**config.mk**
```make
export PLATFORM = sky130hd
export DESIGN_NAME = scanline_reader
export DESIGN_NICKNAME = d
export VERILOG_FILES = /design/src/rtl/ppu_pkg.sv /design/src/rtl/skid_fifo_2.sv /design/src/rtl/scanline_reader.sv
export SDC_FILE = /design/constraint.sdc
export NUM_CORES = 1
export LEC_CHECK = 0
export CELL_PAD_IN_SITES_DETAIL_PLACEMENT = 0
export CELL_PAD_IN_SITES_GLOBAL_PLACEMENT = 2
export CORE_ASPECT_RATIO = 0.5
export CORE_MARGIN = 2
export CORE_UTILIZATION = 35
export CTS_BUF_LIST = sky130_fd_sc_hd__clkbuf_8
export CTS_CLUSTER_SIZE = 40
export DETAILED_ROUTE_END_ITERATION = 7
export GPL_TIMING_DRIVEN = 0
export PLACE_DENSITY = 0.85
export SYNTH_ARGS = -nofsm -noshare
export SYNTH_HDL_FRONTEND = slang
export SYNTH_SLANG_ARGS = --single-unit
```
**constraint.sdc**
```tcl
create_clock -name clk -period 2.8 [get_ports clk]
set_input_delay 0.28 -clock clk [delete_from_list [all_inputs] [get_ports clk]]
set_output_delay 0.28 -clock clk [all_outputs]
set_load 0.02 [all_outputs]
```
**src/rtl/ppu_pkg.sv**
```systemverilog
// ---------------------------------------------------------------------------
// ppu_pkg
// Shared constants and types for the pixel-processing line readers.
//   PIX_SIZE   : pixel word width (matches the line-buffer RAM word width)
//   LINE_DEPTH : number of line-buffer RAM entries
//   LINE_COUNT : pixels emitted per line
//   line_state_e : scanline reader control state encoding
// ---------------------------------------------------------------------------
package ppu_pkg;

    localparam int PIX_SIZE   = 8;
    localparam int LINE_DEPTH = 256;
    localparam int LINE_COUNT = 160;

    typedef enum logic [1:0] {
        ST_IDLE = 2'd0,
        ST_RUN  = 2'd1,
        ST_DONE = 2'd2
    } line_state_e;

endpackage

```
**src/rtl/skid_fifo_2.sv**
```systemverilog
// ---------------------------------------------------------------------------
// skid_fifo_2
// Two-entry FIFO that absorbs the one-cycle RAM read latency against
// downstream backpressure.
//   clk, rst  : clock, synchronous active-high reset (empties the FIFO)
//   push_i    : write din_i this cycle (ignored when full and not popping)
//   din_i     : write data
//   pop_i     : remove the head entry this cycle (ignored when empty)
//   head_o    : current head entry (zero after reset)
//   count_o   : number of stored entries, 0..2
// ---------------------------------------------------------------------------
module skid_fifo_2
    import ppu_pkg::*;
#(
    parameter int SIZE = PIX_SIZE
) (
    input  logic            clk,
    input  logic            rst,
    input  logic            push_i,
    input  logic [SIZE-1:0] din_i,
    input  logic            pop_i,
    output logic [SIZE-1:0] head_o,
    output logic [1:0]      count_o
);

    logic [SIZE-1:0] mem_q [2];
    logic            wr_ptr_q;
    logic            rd_ptr_q;
    logic [1:0]      count_q;
    logic            pop_s;
    logic            push_s;

    // Qualify requests so a misbehaving caller can never corrupt the count.
    always_comb begin
        pop_s  = pop_i && (count_q != 2'd0);
        push_s = push_i && ((count_q != 2'd2) || pop_s);
    end

    // Storage, pointers and occupancy.
    always_ff @(posedge clk) begin
        if (rst) begin
            mem_q[0] <= '0;
            mem_q[1] <= '0;
            wr_ptr_q <= 1'b0;
            rd_ptr_q <= 1'b0;
            count_q  <= 2'd0;
        end else begin
            if (push_s) begin
                mem_q[wr_ptr_q] <= din_i;
                wr_ptr_q        <= ~wr_ptr_q;
            end
            if (pop_s) begin
                rd_ptr_q <= ~rd_ptr_q;
            end
            case ({push_s, pop_s})
                2'b10:   count_q <= count_q + 2'd1;
                2'b01:   count_q <= count_q - 2'd1;
                default: count_q <= count_q;
            endcase
        end
    end

    assign head_o  = mem_q[rd_ptr_q];
    assign count_o = count_q;

endmodule

```
**src/rtl/scanline_reader.sv**
```systemverilog
// ---------------------------------------------------------------------------
// scanline_reader
// Reads COUNT consecutive words of an external line-buffer RAM, starting at
// base_addr (wrapping modulo DEPTH), and streams them out as pixels with a
// valid/ready handshake.
//   clk, rst   : clock, synchronous active-high reset
//   start      : one-cycle line request (accepted only when idle)
//   base_addr  : first RAM address, latched with an accepted start
//   raddr      : RAM read address; read_data returns one cycle later
//   read_data  : RAM read data
//   pix_data   : pixel output, pix_valid qualifies, pix_ready accepts
//   pix_last   : marks the COUNT-th pixel of the line
//   busy       : line in progress
//   done       : one-cycle pulse after the last transfer
// ---------------------------------------------------------------------------
module scanline_reader
    import ppu_pkg::*;
#(
    parameter  int SIZE  = PIX_SIZE,
    parameter  int DEPTH = LINE_DEPTH,
    parameter  int COUNT = LINE_COUNT,
    localparam int AW    = $clog2(DEPTH)
) (
    input  logic            clk,
    input  logic            rst,
    input  logic            start,
    input  logic [AW-1:0]   base_addr,
    output logic [AW-1:0]   raddr,
    input  logic [SIZE-1:0] read_data,
    output logic [SIZE-1:0] pix_data,
    output logic            pix_valid,
    input  logic            pix_ready,
    output logic            pix_last,
    output logic            busy,
    output logic            done
);

    localparam int            CW       = $clog2(COUNT + 1);
    localparam logic [CW-1:0] COUNT_C  = CW'(COUNT);
    localparam logic [CW-1:0] LAST_C   = CW'(COUNT - 1);
    localparam logic [AW-1:0] ADDR_MAX = AW'(DEPTH - 1);

    line_state_e   state_q;
    logic [AW-1:0] raddr_q, raddr_d;
    logic [CW-1:0] issued_q, issued_d;
    logic [CW-1:0] popped_q, popped_d;
    logic          inflight_q;
    logic          busy_q;
    logic          done_q;

    logic [1:0]    fifo_count_s;
    logic [2:0]    occ_s;
    logic          pop_s;
    logic          issue_s;
    logic          head_last_s;

    // Issue decision: keep FIFO entries plus the read in flight within two
    // after this cycle's pop, so a returning word always has a slot.
    always_comb begin
        pop_s       = (fifo_count_s != 2'd0) && pix_ready;
        occ_s       = {1'b0, fifo_count_s} + {2'b00, inflight_q} - {2'b00, pop_s};
        issue_s     = (state_q == ST_RUN) && (issued_q < COUNT_C) && (occ_s < 3'd2);
        head_last_s = (popped_q == LAST_C);
        if (raddr_q == ADDR_MAX) begin
            raddr_d = '0;
        end else begin
            raddr_d = raddr_q + {{(AW-1){1'b0}}, 1'b1};
        end
        issued_d = issued_q + {{(CW-1){1'b0}}, 1'b1};
        popped_d = popped_q + {{(CW-1){1'b0}}, 1'b1};
    end

    // Line control FSM with its address/counter datapath.
    always_ff @(posedge clk) begin
        if (rst) begin
            state_q    <= ST_IDLE;
            raddr_q    <= '0;
            issued_q   <= '0;
            popped_q   <= '0;
            inflight_q <= 1'b0;
            busy_q     <= 1'b0;
            done_q     <= 1'b0;
        end else begin
            case (state_q)
                ST_IDLE: begin
                    inflight_q <= 1'b0;
                    done_q     <= 1'b0;
                    if (start) begin
                        state_q  <= ST_RUN;
                        raddr_q  <= base_addr;
                        issued_q <= '0;
                        popped_q <= '0;
                        busy_q   <= 1'b1;
                    end
                end
                ST_RUN: begin
                    inflight_q <= issue_s;
                    if (issue_s) begin
                        raddr_q  <= raddr_d;
                        issued_q <= issued_d;
                    end
                    if (pop_s) begin
                        if (head_last_s) begin
                            state_q  <= ST_DONE;
                            popped_q <= '0;
                            busy_q   <= 1'b0;
                            done_q   <= 1'b1;
                        end else begin
                            popped_q <= popped_d;
                        end
                    end
                end
                ST_DONE: begin
                    state_q    <= ST_IDLE;
                    inflight_q <= 1'b0;
                    done_q     <= 1'b0;
                end
                default: begin
                    state_q    <= ST_IDLE;
                    inflight_q <= 1'b0;
                    busy_q     <= 1'b0;
                    done_q     <= 1'b0;
                end
            endcase
        end
    end

    // Each issued read lands in the FIFO the cycle after its address.
    skid_fifo_2 #(
        .SIZE (SIZE)
    ) u_fifo (
        .clk     (clk),
        .rst     (rst),
        .push_i  (inflight_q),
        .din_i   (read_data),
        .pop_i   (pop_s),
        .head_o  (pix_data),
        .count_o (fifo_count_s)
    );

    assign raddr     = raddr_q;
    assign pix_valid = (fifo_count_s != 2'd0);
    assign pix_last  = pix_valid && head_last_s;
    assign busy      = busy_q;
    assign done      = done_q;

endmodule

```
Yosys cells after proc, flatten, opt, wreduce, memory -nomap -nowiden
Memory sizes are Yosys's and may differ from the RTL's. A register that Yosys moved wholly into a read port is not among the register bits.
Cells that the tools add are included.

operators by class
  order comparisons = 2
  bitwise gates (word level) = 4
  mux-type cells = 29
  add/subtract/negate cells = 7
  eq/ne operators = 11
  reductions and logical operators = 18

operators with widths
  operator               count
  $mux W8                8
  $pmux W8 S2            3
  $add A8 B1 Y8 const B  3
  $eq A8 B8 Y1 const B   2
  $mux W1                12
  $reduce_and A3 Y1      3
  $lt A8 B8 Y1 const B   1
  $ne A2 B2 Y1 const B   4
  $pmux W2 S2            2
  $reduce_or A8 Y1       1
  $logic_and A1 B1 Y1    6
  $mux W2                3
  $reduce_bool A2 Y1     3
  $eq A2 B1 Y1 const B   2
  $eq A2 B2 Y1 const B   2
  $not A1 Y1             4
  $reduce_and A4 Y1      1
  $add A2 B1 Y3          1
  $lt A3 B2 Y1 const B   1
  $pmux W1 S3            1
  $sub A3 B1 Y3          1
  $add A2 B1 Y2 const B  1
  $logic_not A2 Y1       1
  $ne A2 B1 Y1 const B   1
  other kinds (4)        4

storage, ports and cells
  bits in writable memories = 16
  register bits = 33
  memories = 1
  input bits = 20

memory list
  name          depth  width  read ports  clocked after memory_dff  write ports  line               source
  u_fifo.mem_q  2      8      1           1                         2            skid_fifo_2.sv:26  logic [SIZE-1:0] mem_q [2];

Logic depth before layout (Yosys ltp)
  word-level depth = 10
  depth in mapped cells = 11
  gate-level depth less buffers = 8

By module
A second synthesis with hierarchy kept.

unflattened totals
  cells, all modules = 271
  area total of the unflattened synthesis = 2555.0 µm²

modules (own cells, without submodules)
  module           seq. area each (µm²)  cells each  area an instance (µm²)  instances
  scanline_reader  580.6                 196         1622.8                  1
  skid_fifo_2      580.6                 75          932.1                   1

Worst setup path after synthesis
Ideal clock, no wire load.

  path type = reg2reg
  from = register u_fifo.count_q[1] (netlist: u_fifo.count_o[1])
  to = register issued_q[1]
  arrival time = 2233 ps
  buffers on the path = 3
  slack = 435 ps
  cell stages (with the launch flop) = 12
  cell sequence = dfxtp_1 buf_6 nand2b_1 nor2_1 o21ai_0 fa_1 and3b_1 a31oi_2 buf_6 buf_4 mux2i_1 nor2_1

on the way
  cells in the longest elaborated chain, start to end = 7

RTL lines
  what                                                   line                    source
  start: declaration                                     skid_fifo_2.sv:29       logic [1:0] count_q;
  start signal: assignment                               skid_fifo_2.sv:56       2'b10: count_q <= count_q + 2'd1;
  start signal: assignment                               skid_fifo_2.sv:57       2'b01: count_q <= count_q - 2'd1;
  start signal: assignment                               skid_fifo_2.sv:58       default: count_q <= count_q;
  branches (longest 2 deep; another with $add A2 B1 Y3)  n/a
  $sub A3 B1 Y3 *                                        scanline_reader.sv:61   occ_s = {1'b0, fifo_count_s} + {2'b00, inflight_q} - {2'b00, pop_s};
  $lt A3 B2 Y1 *                                         scanline_reader.sv:62   issue_s = (state_q == ST_RUN) && (issued_q < COUNT_C) && (occ_s < 3'd2);
  $logic_and A1 B1 Y1 *                                  scanline_reader.sv:62
  $ne A2 B2 Y1 (no source line) *                        n/a
  $reduce_and A3 Y1 (no source line) *                   n/a
  end signal: assignment                                 scanline_reader.sv:100  issued_q <= issued_d;
  end: declaration                                       scanline_reader.sv:45   logic [CW-1:0] issued_q, issued_d;

Mark *: on every way between the ends.
A chain may end at the register's enable or synchronous reset.

Worst setup path after layout
Ends and elaborated chain as after synthesis.

==> flow_metrics.py <==
metrics = {
    "sta": {
        "setup_violations": 0,
        "worst_slew_pin_slew_ps": 1135,
        "hold_viol_final": 0,
        "fin_crit_ps": 2571,
        "max_slew_margin_pct": 23.55,
        "hold_ws_ps": 392.0,
        "fmax_ghz": 0.3889,
        "maxSlewViolCount": 0,
        "finalCritPeriodShare_pct": 91.83,
        "fin_tns_setup_ps": 0,
        "clock-skew-final_ps": 9.221,
        "worst_slack_ps": 228.6,
        "grt_setup_unrepaired": "no",
    },
    "clock_network": {
        "cts_max_path_buffers": 2,
        "h-tree-depth": 2,
        "numCtsBuffers": 5,
        "root_buffer": "clkbuf_8",
        "clk_pin_slew_worst_paths_ps": 100,
        "cts.sinks": 50,
        "cts-hold-fix-buffers": 0,
        "post_cts_resized": 0,
        "post_cts_buffers": 0,
        "clkLatencyLatePin_ps": 310,
        "cts_tree": "done",
    },
    "grt": {
        "grt_use_met1_pct": 19.75,
        "grt_util_met2_pct": 24.39,
        "antenna_found_initial": 0,
        "grt_pass1_vias": 2019,
        "track_usage_pct": 14.77,
        "grt_remaining_overflow": 0,
        "grt_pass1_wl_mm": 9.673,
        "grt_use_met3_pct": 3.716,
        "top_usage_layer": "met2",
        "grt_max_degree": 18,
    },
    "critical_path": {
        "crit_type": "reg2reg",
        "start_kind": "register",
        "crit_path_end_kind": "register",
        "cp.depth": 11,
        "cp_num_buf_inv": 3,
        "crit_chain": "buf_6 > nand2b_1 > nor2_2 > o21ai_0 > fa_1 > and3b_1 > a31oi_4 > buf_6 > buf_4 > mux2i_1 > nor2_1",
        "cp_common_cell": "buf_6",
        "endpoint": "issued_q[1]",
        "worstReg2RegEnd": "issued_q[1]",
        "slowest_stage": "fa_1",
        "slowest_delay_ps": 480,
        "ff2ff_path_depth": 11,
        "reg2reg_from": "u_fifo.count_o[1]",
        "crit_fanout": 10,
        "critPathLaunch": "u_fifo.count_o[1]",
        "arrival_ps": 2750,
        "cp_top_family": "buffers and inverters",
        "r2r_slack_ps": 230,
        "critical_path_required_ps": 2980,
    },
    "floorplan": {
        "fp.dieArea_mm2": 0.008078,
        "initial_utilization_pct": 35.60,
        "die_h_um": 64.56,
        "rows": 22,
        "core_area_mm2": 0.007212,
        "die_x_um": 125.1,
        "io_pins": 40,
    },
    "placed_design": {
        "pre_cts_ws_ps": 144.8,
        "placedInstanceArea_mm2": 0.003068,
        "dpl.hpwl_mm": 4.358,
        "io_buffer_count": 38,
        "globalplace.congestion": 0.7692,
    },
    "synthesis": {
        "synth_largest_area_cell": "dfxtp_1",
        "synthArstFlopShare_pct": 0,
        "ys_seq_area_share_pct": 45.22,
        "syn_inst": 267,
        "ys_warn_count": 0,
        "ys_seq_elements": 50,
        "synthAdderAreaFrac_pct": 2.242,
        "synth.net_count": 291,
        "netlist_area_mm2": 0.002567,
        "synth.top_cells.by_count": "dfxtp_1, a21oi_1, and2_1, nor2_1, edfxtp_1",
        "synth-xor-area-share_pct": 2.437,
        "synth_top_area_share_pct": 26.51,
        "synth_edf_count": 16,
        "muxShareOfSynthArea_pct": 5.117,
        "yosysMostFrequentCell": "dfxtp_1",
        "syn_avg_cell_area_um2": 9.616,
        "synthDistinctLibCells": 56,
        "post_synth_main_area_contributors": "dfxtp_1, edfxtp_1, and2_1",
        "synth_compound_area_share_pct": 17.69,
        "synth-simple-area-share_pct": 22.51,
        "ys.flop_type": "dfxtp_1",
        "synth_top_family_by_area": "simple AND/OR/NAND/NOR gates",
    },
    "finish": {
        "num_antenna_cells": 0,
        "seq_area_mm2": 0.001161,
        "finalInstanceArea_mm2": 0.003196,
        "final_util_pct": 44.31,
        "syn_to_final_growth_pct": 24.46,
        "final_nets": 336,
        "drive_gt1_share_pct": 11.50,
        "multi_input_area_mm2": 0.001295,
        "num-fill-cells": 695,
    },
    "power_and_ir_drop": {
        "worst_ir_drop_vdd_uv": 215.0,
        "total_leakage_power_uw": 0.001152,
        "p_per_area_mw_per_mm2": 494.9,
    },
    "drt": {
        "first_iter_violations": 119,
        "viasPerCell": 5.257,
        "drc": 0,
        "wl_per_cell_um": 14.53,
        "drtPass1Iterations": 4,
        "drt-total-wl_mm": 5.941,
        "num_vias": 2150,
        "antenna_left": 0,
    },
    "run_status": {
        "status": "finished clean",
    },
    "run": {
        "maxCapViolations": 0,
    },
    "hold_path": {
        "hp-class": "in2reg",
    },
}
[stage by stage]
| step | power, uW | std cells |
|---|---|---|
| floorplan | 959.0 | 267 |
| finish | 1582 | 409 |
| detailed placement | 1066 | 401 |
| global route | 1649 | 409 |
| CTS | 1595 | 409 |
| global placement | 1063 | 401 |
[power by group]
| part | internal (uW) | leakage (uW) | switching, uW |
|---|---|---|---|
| Sequential | 778 | 0.000443 | 25.4 |
| Combinational | 117 | 0.000651 | 129 |
| Clock | 271 | 0.0000587 | 260 |
[metal layers]
layer / vias up / part of all wire (%)
met4: 0 / 0.81
met1: 1033 / 50
met2: 35 / 46
met5: - / 0
met3: 4 / 3.5
li1: 1078 / -
[sequential cells by signal, indices dropped and copies added, names as in the netlist, named ones only]
register	cells
inflight_q	1
busy	1
u_fifo.mem_q	16
u_fifo.wr_ptr_q	1
raddr	8
state_q	2
u_fifo.count_o	2
issued_q	8
u_fifo.rd_ptr_q	1
popped_q	8
done	1
[cells by family (layout without fill, tap and decap cells)]
kind of cell	Yosys count	count (layout)
adders and majority gates	4	4
xor gates and xnor gates	5	5
buffers and inverters	24	70
DFF	50	50
muxes	12	12
AOI/OAI and AO/OA	70	70
and+or+nand+nor	102	102
[how the worst min path moves through the flow]
stage	from	endpoint	slack (ps)	cells past startpoint
final	pix_ready	u_fifo.count_o[0]	390	3
after global routing	pix_ready	u_fifo.count_o[0]	440	3
after CTS	pix_ready	u_fifo.count_o[0]	390	3
after detailed placement	issued_q[7]	issued_q[7]	440	1
after global placement	issued_q[7]	issued_q[7]	430	1
after floorplan	issued_q[7]	issued_q[7]	420	1
[cell usage in the layout, fill, tap and decap left out, drive strengths merged, types with 3 or more instances in the layout]
cell	instances
clkdlybuf4s50	38
dfxtp	34
a21oi	21
and2	17
nor2	17
edfxtp	16
o21ai	14
nand3	13
nand2	11
inv	11
and3	10
buf	10
mux2	9
clkbuf	9
a31oi	6
or3	5
nand2b	4
o211ai	4
a22oi	4
nor3	4
or2	3
mux2i	3
xor2	3
a21o	3
nor4	3
ha	3
nor3b	3
[worst register-to-register path: cells and delay by family (launching register included)]
kind / cells / cell delay [ps]
AO/OA/AOI/OAI: 2 / 350
multiplexers: 1 / 190
adder cells (fa/ha/maj): 1 / 480
flip-flops: 1 / 390
AND/OR/NAND/NOR: 4 / 500
buffers and inverters: 3 / 540
[final cells by class]
cell class,instances,share of cell area (%)
inverters,10,1.175
plain buffers,14,2.662
multi-input cells,193,40.52
clock inverters,3,1.488
well taps,96,3.759
repair buffers,38,11.90
clock buffers,5,2.153
flip-flops and latches,50,36.34
(Power assumes the default switching activity.)
